## src/rtl/stream_width_upsizer.sv

```systemverilog
// -----------------------------------------------------------------------------
// stream_width_upsizer
//   Packs a narrow AXI4-Stream into a wide one, RATIO input beats per output
//   word, lowest lane first. A group closes on tlast or when the top lane is
//   filled. The closing beat bypasses the accumulator straight into a
//   registered output stage, so back-to-back groups run with no input bubbles
//   while m_axis_tready is held high.
//
// Ports
//   clk, reset      clock; synchronous active-high reset
//   s_axis_tdata    input beat data (INPUT_WIDTH)
//   s_axis_tkeep    valid-byte count of a last beat, 0 = all bytes
//   s_axis_tvalid   input valid
//   s_axis_tready   input ready = !m_axis_tvalid || m_axis_tready
//   s_axis_tuser    input sideband
//   s_axis_tlast    last beat of packet
//   m_axis_tdata    packed word (INPUT_WIDTH*RATIO), unused upper lanes are 0
//   m_axis_tkeep    valid-byte count of a tlast word, 0 = all bytes
//   m_axis_tvalid   output valid
//   m_axis_tready   output ready
//   m_axis_tuser    OR of tuser over all beats of the word
//   m_axis_tlast    word ends a packet
//   stat_pkts       output words handshaken with tlast=1 (wrapping)
//   stat_words      output words handshaken (wrapping)
// -----------------------------------------------------------------------------
module stream_width_upsizer #(
  parameter int INPUT_WIDTH = 64,
  parameter int RATIO       = 4,
  parameter int USER_WIDTH  = 1,
  parameter int CNT_WIDTH   = 32
) (
  input  logic                                       clk,
  input  logic                                       reset,
  input  logic [INPUT_WIDTH-1:0]                     s_axis_tdata,
  input  logic [$clog2(INPUT_WIDTH/8)-1:0]           s_axis_tkeep,
  input  logic                                       s_axis_tvalid,
  output logic                                       s_axis_tready,
  input  logic [USER_WIDTH-1:0]                      s_axis_tuser,
  input  logic                                       s_axis_tlast,
  output logic [INPUT_WIDTH*RATIO-1:0]               m_axis_tdata,
  output logic [$clog2(INPUT_WIDTH*RATIO/8)-1:0]     m_axis_tkeep,
  output logic                                       m_axis_tvalid,
  input  logic                                       m_axis_tready,
  output logic [USER_WIDTH-1:0]                      m_axis_tuser,
  output logic                                       m_axis_tlast,
  output logic [CNT_WIDTH-1:0]                       stat_pkts,
  output logic [CNT_WIDTH-1:0]                       stat_words
);

  localparam int IB  = INPUT_WIDTH / 8;      // bytes per input beat
  localparam int OB  = IB * RATIO;           // bytes per output word
  localparam int OKW = $clog2(OB);
  localparam int LW  = $clog2(RATIO);

  if (INPUT_WIDTH < 16 || (INPUT_WIDTH % 8) != 0) begin : g_bad_width
    $error("INPUT_WIDTH must be a multiple of 8 and at least 16");
  end
  if (RATIO < 2 || (RATIO & (RATIO - 1)) != 0) begin : g_bad_ratio
    $error("RATIO must be a power of 2 and at least 2");
  end

  logic [LW-1:0]          lane;
  logic [USER_WIDTH-1:0]  acc_user;
  logic [INPUT_WIDTH-1:0] acc [RATIO-1];

  logic                         accept;
  logic                         closing;
  logic [INPUT_WIDTH*RATIO-1:0] pack;
  logic [OKW-1:0]               keep_next;

  assign s_axis_tready = !m_axis_tvalid || m_axis_tready;
  assign accept        = s_axis_tvalid && s_axis_tready;
  assign closing       = accept && (s_axis_tlast || lane == LW'(RATIO - 1));

  // Word to load on a closing beat: stored lanes below the current lane, the
  // live beat at the current lane, zeros above it.
  always_comb begin
    // NOTE: every always_comb output gets a default first so no path leaves it unassigned (no latch).
    pack      = '0;
    keep_next = '0;
    for (int k = 0; k < RATIO - 1; k++) begin
      if (LW'(k) < lane) pack[k*INPUT_WIDTH +: INPUT_WIDTH] = acc[k];
    end
    for (int k = 0; k < RATIO; k++) begin
      if (LW'(k) == lane) pack[k*INPUT_WIDTH +: INPUT_WIDTH] = s_axis_tdata;
    end
    // Byte count of a closing last beat: full lanes before it plus its own
    // bytes; a completely full word wraps to 0 ("all bytes valid").
    if (s_axis_tlast) begin
      keep_next = OKW'((int'(lane) * IB +
                        ((s_axis_tkeep == '0) ? IB : int'(s_axis_tkeep))) % OB);
    end
  end

  // NOTE: sequential state uses non-blocking assignments so every register samples pre-edge values.
  always_ff @(posedge clk) begin
    if (reset) begin
      lane     <= '0;
      acc_user <= '0;
    end else if (closing) begin
      lane     <= '0;
      acc_user <= '0;
    end else if (accept) begin
      lane     <= lane + LW'(1);
      acc_user <= acc_user | s_axis_tuser;
    end
  end

  // NOTE: accumulator data is not reset; lanes not yet written in a group are masked when the word is loaded.
  always_ff @(posedge clk) begin
    for (int k = 0; k < RATIO - 1; k++) begin
      if (accept && !closing && lane == LW'(k)) acc[k] <= s_axis_tdata;
    end
  end

  // Output stage. A closing beat can only be accepted when the stage is empty
  // or draining this cycle, so a stalled word is never overwritten.
  always_ff @(posedge clk) begin
    if (reset) begin
      m_axis_tvalid <= 1'b0;
      m_axis_tdata  <= '0;
      m_axis_tkeep  <= '0;
      m_axis_tuser  <= '0;
      m_axis_tlast  <= 1'b0;
    end else if (closing) begin
      m_axis_tvalid <= 1'b1;
      m_axis_tdata  <= pack;
      m_axis_tkeep  <= keep_next;
      m_axis_tuser  <= acc_user | s_axis_tuser;
      m_axis_tlast  <= s_axis_tlast;
    end else if (m_axis_tready) begin
      m_axis_tvalid <= 1'b0;
    end
  end

  always_ff @(posedge clk) begin
    if (reset) begin
      stat_words <= '0;
      stat_pkts  <= '0;
    end else if (m_axis_tvalid && m_axis_tready) begin
      stat_words <= stat_words + CNT_WIDTH'(1);
      if (m_axis_tlast) stat_pkts <= stat_pkts + CNT_WIDTH'(1);
    end
  end

endmodule

```

## config.mk

```make
export PLATFORM = sky130hd
export DESIGN_NAME = stream_width_upsizer
export DESIGN_NICKNAME = d
export VERILOG_FILES = /design/src/rtl/stream_width_upsizer.sv
export SDC_FILE = /design/constraint.sdc
export NUM_CORES = 1
export LEC_CHECK = 0
export BUFFER_PORTS_ARGS = -buffer_cell sky130_fd_sc_hd__buf_2
export CAP_MARGIN = 10
export CORE_MARGIN = 4
export CORE_UTILIZATION = 45
export CTS_CLUSTER_SIZE = 40
export DETAILED_ROUTE_END_ITERATION = 7
export MAX_ROUTING_LAYER = met4
export PLACE_DENSITY = 0.68
export SYNTH_ARGS = -nofsm -noshare
export SYNTH_HDL_FRONTEND = slang
export SYNTH_SLANG_ARGS = --single-unit
```

## constraint.sdc

```tcl
create_clock -name clk -period 9.9 [get_ports clk]
set_input_delay 1.98 -clock clk [delete_from_list [all_inputs] [get_ports clk]]
set_output_delay 1.98 -clock clk [all_outputs]
set_load 0.01 [all_outputs]
```

# Yosys cells after proc, flatten, opt, wreduce, memory -nomap -nowiden
# Memories as Yosys holds them, arrays and structs flattened.
# Cells that the tools add are included.
[word_totals] regBits=331 ramBits=192 inputBits=73 output_inout_bits=329 wordCells=65 n_memories=1
[memory_table] memory="acc" words=3 width=64 read_ports=3 rd_ports_with_merged_regs=0 wr=1 line="64" rtl="logic [INPUT_WIDTH-1:0] acc [RATIO-1];"
[classes] add_sub_neg=4 order_cmp=3 eq_ne=6 muxes=23 bitwise=1 reduce_logical=18
[ops] operator="$mux 64" count=9
[ops] operator="$reduce_or 64->1" count=2
[ops] operator="$add 32x1->32 const B" count=2
[ops] operator="$mux 1" count=10
[ops] operator="$logic_and 1x1->1" count=7
[ops] operator="$add 5x4->5" count=1
[ops] operator="$mux 5" count=1
[ops] operator="$eq 2x2->1 const A" count=2
[ops] operator="$eq 2x2->1 const B" count=2
[ops] operator="$lt 1x2->1 const A" count=2
[ops] operator="$mux 2" count=2
[ops] operator="$mux 4" count=1
[ops] operator="$logic_not 3->1" count=1
[ops] operator="$add 2x1->2 const B" count=1
[ops] operator="$eq 1x2->1 const A" count=1
[ops] operator="$eq 2x1->1 const B" count=1
[ops] operator="$logic_not 1->1" count=2
[ops] operator="$logic_not 2->1" count=1
[ops] operator="$logic_or 1x1->1" count=2
[ops] operator="$lt 2x2->1 const A" count=1
[ops] operator="$reduce_and 2->1" count=1
[ops] operator="$reduce_bool 2->1" count=1
[ops] operator="$reduce_or 2->1" count=1
[ops] operator="$or 1x1->1" count=1

# Logic depth before layout (Yosys ltp)
# Gate-level depths: netlist of the first run.
[logic_depth] ltp_word=12 mapped_depth=9

# Least setup slack after synthesis of the first run
# Ideal clock, no wire load.
[synth_timing] path_type="input to register" from="input m_axis_tready" to="memory acc[1][36] (netlist: acc[0][100]), enable pin" t_arrival_ns=4.385 setup_slack_ns=5.086 cell_stages=6 path_buffers=3 path_cell_list="clkbuf_8 > nand2b_1 > clkbuf_1 > and2_1 > clkbuf_1 > and3_1"
[synth_via] elab_chain_cells=11 word_cells_on_any_way=20
[synth_rtl] element="start: declaration" line="43" rtl="input logic m_axis_tready,"
[synth_rtl] element="$logic_or 1x1->1 *" line="71" rtl="assign s_axis_tready = !m_axis_tvalid || m_axis_tready;"
[synth_rtl] element="net s_axis_tready" line="37" rtl="output logic s_axis_tready,"
[synth_rtl] element="$logic_and 1x1->1 *" line="72" rtl="assign accept = s_axis_tvalid && s_axis_tready;"
[synth_rtl] element="$logic_and 1x1->1" line="73" rtl="assign closing = accept && (s_axis_tlast || lane == LW'(RATIO - 1));"
[synth_rtl] element="$logic_not 1->1" line="112" rtl="if (accept && !closing && lane == LW'(k)) acc[k] <= s_axis_tdata;"
[synth_rtl] element="$logic_and 1x1->1 *" line="112"
[synth_rtl] element="$logic_and 1x1->1" line="112"
[synth_rtl] element="$mux 1" line="112"
[synth_rtl] element="$mux 1 (implied by the code)" line="112"
[synth_rtl] element="$reduce_or 64->1 (no source line)"
[synth_rtl] element="$mux 2 (no source line) / $mux 1 (equally long branches) (2 in a row)"
[synth_rtl] element="end: declaration" line="64"
# The timed path passes the listed nets; every way through them passes the cells marked *.

# Worst setup path in the final report of the first run
[layout_timing] from="input m_axis_tready" to="output s_axis_tready"
[layout_via] elab_chain_cells=1
[layout_rtl] element="$logic_or 1x1->1" line="71"
[layout_rtl] element="end: declaration" line="37"
# No other way between the ends.

==> results.txt, run 1 <==
outcome - finished clean
Fin. Hold Viols - 0
post-CTS setup buffer count - 0
Mapped Area - 19200 µm²
Pleak - 0.00942 µW
reg2reg end - m_axis_tdata[46]
clock buffer count from CTS - 53
Final TNS setup - 0 ns
design area - 23200 µm²
Synth Register Bits - 523
multi-input logic area - 6220 µm²
post-cts sizing count - 0
Die Span X - 214 µm
Syn Area/Cell - 11.8 µm²
Seq/Total Area, Yosys - 64.6%
via count - 14700
# H-tree levels - 2
warnings from Yosys - 0
initial antenna violation count - 1
Root Driver - clkbuf_16
Hold Path Stages - 1
Syn Nets - 1704
HPWL after DPL - 32900 µm
die height - 214 µm
Worst setup SP type - input pin
FP Rows - 75
Fill cells - 3564
die area - 46000 µm²
Worst Path Required - 7.92 ns
Post-Route WL - 54800 µm
Max Cap Viol - 0
flop2flop setup slack - 6.66 ns
CTS tree - done
crit path to - s_axis_tready
synth unique cells - 47
Starting DRT DRC Count - 1267
Final ANT Viol Nets - 0
R2R depth - 7
PD cells - 206 nW/µm²
CTS Sinks - 523
area grow syn2layout - 21.1%
ys flop type - dfxtp_1
Initial Util - 45.6%
Mapped Cells - 1624
fin crit share - 47.3%
PortBufs - 401
share of layout cells above drive strength 1 - 26.3%
CTS max path bufs - 3
Hold Buf Count CTS - 0
drt first pass iters - 5
Peak supply drop - 0.142 mV
Post-synth ARST share - 0%
first-pass GRT wire length - 85600 µm
Hold WC Path Type - reg -> reg
Worst-Skew Late Latency - 0.61 ns
largest fanout on the critical path - 8
nets - 2035
Core Util, Final - 55.2%
FF+latch area - 12400 µm²
DRC viols - 0
largest net degree at the start of global routing - 104
routed len/inst - 21.6 µm
Setup CP Type - in -> out
GR Overflow Total - 0
Synth area leaders - dfxtp_1, edfxtp_1, a221oi_1
cell taking the most area after synthesis - dfxtp_1
fin. max-slew vios - 0
Commonest cells post-synth - dfxtp_1, nor2_1, edfxtp_1, nor3_1, a221oi_1
Setup WS pre-CTS - 5.09 ns
GPL Wtd Cong - 0.862
crit path DAT - 2.70 ns
Worst Max-Slew Pin Slew - 1.15 ns
GRT Overall Usage - 23.8%
final setup violation count - 0
EDFF count, synth - 192
fin crit period - 4.68 ns
crit path from - m_axis_tready
vias per inst - 5.79
clock skew - 0.0255 ns
DP Area - 21400 µm²
RSZ-0062 raised after global routing - no
number of global-route vias before repair - 14600
clock transition at the registers of the reported paths - 0.06 ns
reg2reg start - lane[1]
post-synth top area share - 34.5%
fmax - 214 MHz
Final WS setup - 5.22 ns
CP endpoint kind - primary output
relative slew slack - 23.6%
count leader, synth - dfxtp_1
I/O pin cnt - 402
final hold slack - 0.473 ns
Core Area - 42000 µm²
## placed cells by master (no fill, tap or decap), types with 21 or more instances in the layout
cell type  instances
nand2_1           23
clkbuf_16         54
o31ai_1           21
a22o_1            69
a211oi_1          66
mux2i_1           65
a221oi_1         126
edfxtp_1         192
nor2_1           235
buf_2            400
dfxtp_1          331
a21oi_1           32
or4_1             21
nor3_1           148
## per-stage QoR
stage | std cells | power, µW
after floorplan | 1624 | 2620
after global placement | 2439 | 2790
after detailed placement | 2439 | 2800
after CTS | 2537 | 4830
after global routing | 2538 | 4970
final | 2538 | 4780
## layout make-up
class / instances / area share (%)
flip-flops and latches: 523 / 53.4
clock buffers: 72 / 6.32
clock inverters: 26 / 1.32
multi-input cells: 950 / 26.8
diodes: 1 / 0.0108
well taps: 539 / 2.90
inverters: 12 / 0.194
repair buffers: 415 / 9.13
## cells by family after synthesis
kind of cell               count (synthesis)  synth area share, %
AOI/OAI and AO/OA                        321                 13.3
xor gates and xnor gates                  26                 1.19
buffers and inverters                    151                 3.40
muxes                                     76                 4.04
adders and majority gates                  7                0.456
DFF                                      523                 64.6
and+or+nand+nor                          520                 13.0
## critical path, stage by stage
cell and delay (ns):
buf_2 0.20, nand2b_1 0.30, buf_2 0.22
## how the worst min path moves through the flow
stage	from	endpoint	slack (ns)
after floorplan	acc_user	acc_user	0.48
after global placement	m_axis_tdata[247]	m_axis_tdata[247]	0.46
after detailed placement	m_axis_tdata[235]	m_axis_tdata[235]	0.46
after CTS	m_axis_tdata[207]	m_axis_tdata[207]	0.48
after global routing	m_axis_tdata[216]	m_axis_tdata[216]	0.48
final	m_axis_tdata[207]	m_axis_tdata[207]	0.47
## flip-flops by register name, indices dropped and copies added (netlist names)
name           flops
acc              192
acc_user           1
lane               2
m_axis_tdata     256
m_axis_tkeep       5
m_axis_tlast       1
m_axis_tuser       1
m_axis_tvalid      1
stat_pkts         32
stat_words        32
## metal layers
metal  vias up  wire (µm)  GRT usage (%)
met4         0       1480           7.35
met3        92       4100           5.44
li1       6814          -              -
met1      7288      24300           31.8
met5         -          0              -
met2       510      25000           36.2
## power breakdown
part	switching [µW]	internal (µW)	leakage (µW)	total, µW
combinational	265	136	0.00411	401
clock	832	1200	0.000863	2030
sequential	40.9	2310	0.00445	2350
total	1140	3650	0.00942	4780
(Power assumes the default switching activity.)
==> run 2: changes to the inputs <==
--- a/config.mk
+++ b/config.mk
@@ -12,7 +12,7 @@
 export CTS_CLUSTER_SIZE = 40
 export DETAILED_ROUTE_END_ITERATION = 7
 export MAX_ROUTING_LAYER = met4
-export PLACE_DENSITY = 0.68
+export PLACE_DENSITY = 0.7
 export SYNTH_ARGS = -nofsm -noshare
 export SYNTH_HDL_FRONTEND = slang
 export SYNTH_SLANG_ARGS = --single-unit
==> constraint.sdc (replaced) <==
create_clock -name clk -period 3.8 [get_ports clk]
set_input_delay 0.76 -clock clk [delete_from_list [all_inputs] [get_ports clk]]
set_output_delay 0.76 -clock clk [all_outputs]
set_load 0.01 [all_outputs]
==> run 2 against run 1 <==
Register-to-register slack lost 5.6 ns. First-iteration DRC count up 20%. Via count up 0.91%. Total power grew to 2.6 times the previous value. Clock skew decreased by 0.0034 ns. Setup slack got worse by 4.1 ns. Critical path type is now reg -> reg. Critical endpoint is now stat_words[28].
==> results.txt, run 2 (synthesized netlist as in run 1, its figures left out) <==
outcome - finished clean (unchanged)
Die Span X - 214 µm (unchanged)
flop2flop setup slack - 1.09 ns (was 6.66 ns)
RSZ-0062 raised after global routing - no (unchanged)
Setup CP Type - reg -> reg (was in -> out)
Peak supply drop - 0.463 mV (was 0.142 mV)
Worst path max stage delay - 0.76 ns (was 0.30 ns)
fin crit period - 2.71 ns
Worst Max-Slew Pin Slew - 1.02 ns (was 1.15 ns)
CP Cell Sequence - and4_1, nand4_1, nor4_1, mux2_2 (was buf_2, nand2b_1, buf_2)
GPL Wtd Cong - 0.870 (was 0.862)
PortBufs - 401 (unchanged)
Core Util, Final - 55.6% (was 55.2%)
fmax - 369 MHz
Fin. Hold Viols - 0 (unchanged)
HPWL after DPL - 34400 µm (was 32900 µm)
GRT Overall Usage - 23.5% (was 23.8%)
Worst Path Required - 4.28 ns (was 7.92 ns)
CP top delay family - simple AND/OR/NAND/NOR gates (was buffers and inverters)
CTS tree - done (unchanged)
CTS Sinks - 523 (unchanged)
largest net degree at the start of global routing - 142 (was 104)
Hold WC Path Type - in -> reg (was reg -> reg)
Pleak - 0.00952 µW (was 0.00942 µW)
top flop regs - m_axis_tdata: 256 flops, acc: 192 flops (unchanged)
clock buffer count from CTS - 52 (was 53)
commonest non-fill, non-tap cell in the layout - buf_2 (unchanged)
post-cts sizing count - 0 (unchanged)
die area - 46000 µm² (unchanged)
drt first pass iters - 5 (unchanged)
number of global-route vias before repair - 14500 (was 14600)
Slowest cell on crit path - nand4_1 (was nand2b_1)
Worst-Skew Late Latency - 0.61 ns (about the same)
Initial Util - 45.6% (unchanged)
clock transition at the registers of the reported paths - 0.06 ns (about the same)
fin crit share - 71.4%
initial antenna violation count - 2 (was 1)
die height - 214 µm (unchanged)
Tot Pwr - 12300 µW (was 4780 µW)
vias per inst - 5.81 (was 5.79)
Largest Register - m_axis_tdata (unchanged)
fin. max-slew vios - 0 (unchanged)
Final TNS setup - 0 ns (unchanged)
share of layout cells above drive strength 1 - 27.1% (was 26.3%)
Worst setup SP type - flip-flop (was input pin)
DP Cell Count - 2452 (was 2439)
CTS max path bufs - 3 (unchanged)
PD cells - 527 nW/µm² (was 206 nW/µm²)
nets - 2047 (was 2035)
FP Rows - 75 (unchanged)
final setup violation count - 0 (unchanged)
Hold Buf Count CTS - 0 (unchanged)
largest fanout on the critical path - 28 (was 8)
first-pass GRT wire length - 85200 µm (was 85600 µm)
Max Cap Viol - 0 (unchanged)
relative slew slack - 31.9% (was 23.6%)
via count - 14800 (was 14700)
Largest register FFs - 256 (unchanged)
Worst Path Buf+Inv - 0 (was 2)
Core Area - 42000 µm² (unchanged)
Final ANT Viol Nets - 0 (unchanged)
clock skew - 0.0221 ns (was 0.0255 ns)
GR Overflow Total - 0 (unchanged)
area grow syn2layout - 21.8% (was 21.1%)
crit path DAT - 3.19 ns (was 2.70 ns)
CP endpoint kind - flip-flop (was primary output)
I/O pin cnt - 402 (unchanged)
routed len/inst - 21.4 µm (was 21.6 µm)
Root Driver - clkbuf_16 (unchanged)
Starting DRT DRC Count - 1522 (was 1267)
Post-Route WL - 54500 µm (was 54800 µm)
DRC viols - 0 (unchanged)
# H-tree levels - 2 (unchanged)
Final Non-Filler Cells - 2552 (was 2538)
post-CTS setup buffer count - 0 (unchanged)
commonest non-fill, non-tap cells in the layout - buf_2, dfxtp_1, nor2_1 (unchanged)
-- run 2: cell types whose count changed in the layout (fill, tap and decap cells not counted), sizes merged --
cell / previous run / this run
clkinvlp: 3 / 1
clkinv: 16 / 20
bufinv: 6 / 2
clkbuf: 73 / 74
buf: 414 / 427
diode: 1 / 2
inv: 13 / 14
-- run 2: layout make-up --
class,count,area (µm²)
repair buffers,428,2320
flip-flops and latches,523,12400
clock inverters,25,200
inverters,12,45.0
diodes,2,5.00
multi-input cells,950,6210
clock buffers,73,1530
well taps,539,674
fillers,3589,18700
-- run 2: report_power, final --
part | switching (µW) | internal, µW
Clock | 2160 | 2950
Sequential | 104 | 6020
Combinational | 689 | 371
Total | 2960 | 9350
-- run 2: worst register-to-register path, stage by stage (launching register included) --
cell     delay (ns)
dfxtp_1        0.51
and4_1         0.31
nand4_1        0.76
nor4_1         0.64
mux2_2         0.39
-- run 2: worst paths after layout --
check / start / cells after the start / end
worst max-delay path: stat_words[5] / 4 / stat_words[28]
worst min-delay path: s_axis_tkeep[1] / 2 / m_axis_tkeep[1]
worst max register to register: stat_words[5] / 4 / stat_words[28]
worst min register to register: m_axis_tkeep[3] / 1 / m_axis_tkeep[3]
-- run 2: metal layers --
metal	up-vias	routed length [µm]	global-route usage, %
met5	-	0	-
met4	0	1410	7.48
met3	95	4740	6.28
met2	613	25400	36.6
met1	7301	23000	30.2
li1	6829	-	-
-- run 2: through the flow --
| stage | hold slack (ns) | area [µm²] | setup WS [ns] |
|---|---|---|---|
| after CTS | 0.377 | 23400 | 1.12 |
| after global routing | 0.401 | 23400 | 0.941 |
| after global placement | 0.451 | 21600 | 0.894 |
| after detailed placement | 0.458 | 21600 | 0.815 |
| final | 0.413 | 23400 | 1.09 |
| after floorplan | 0.484 | 19200 | 0.206 |
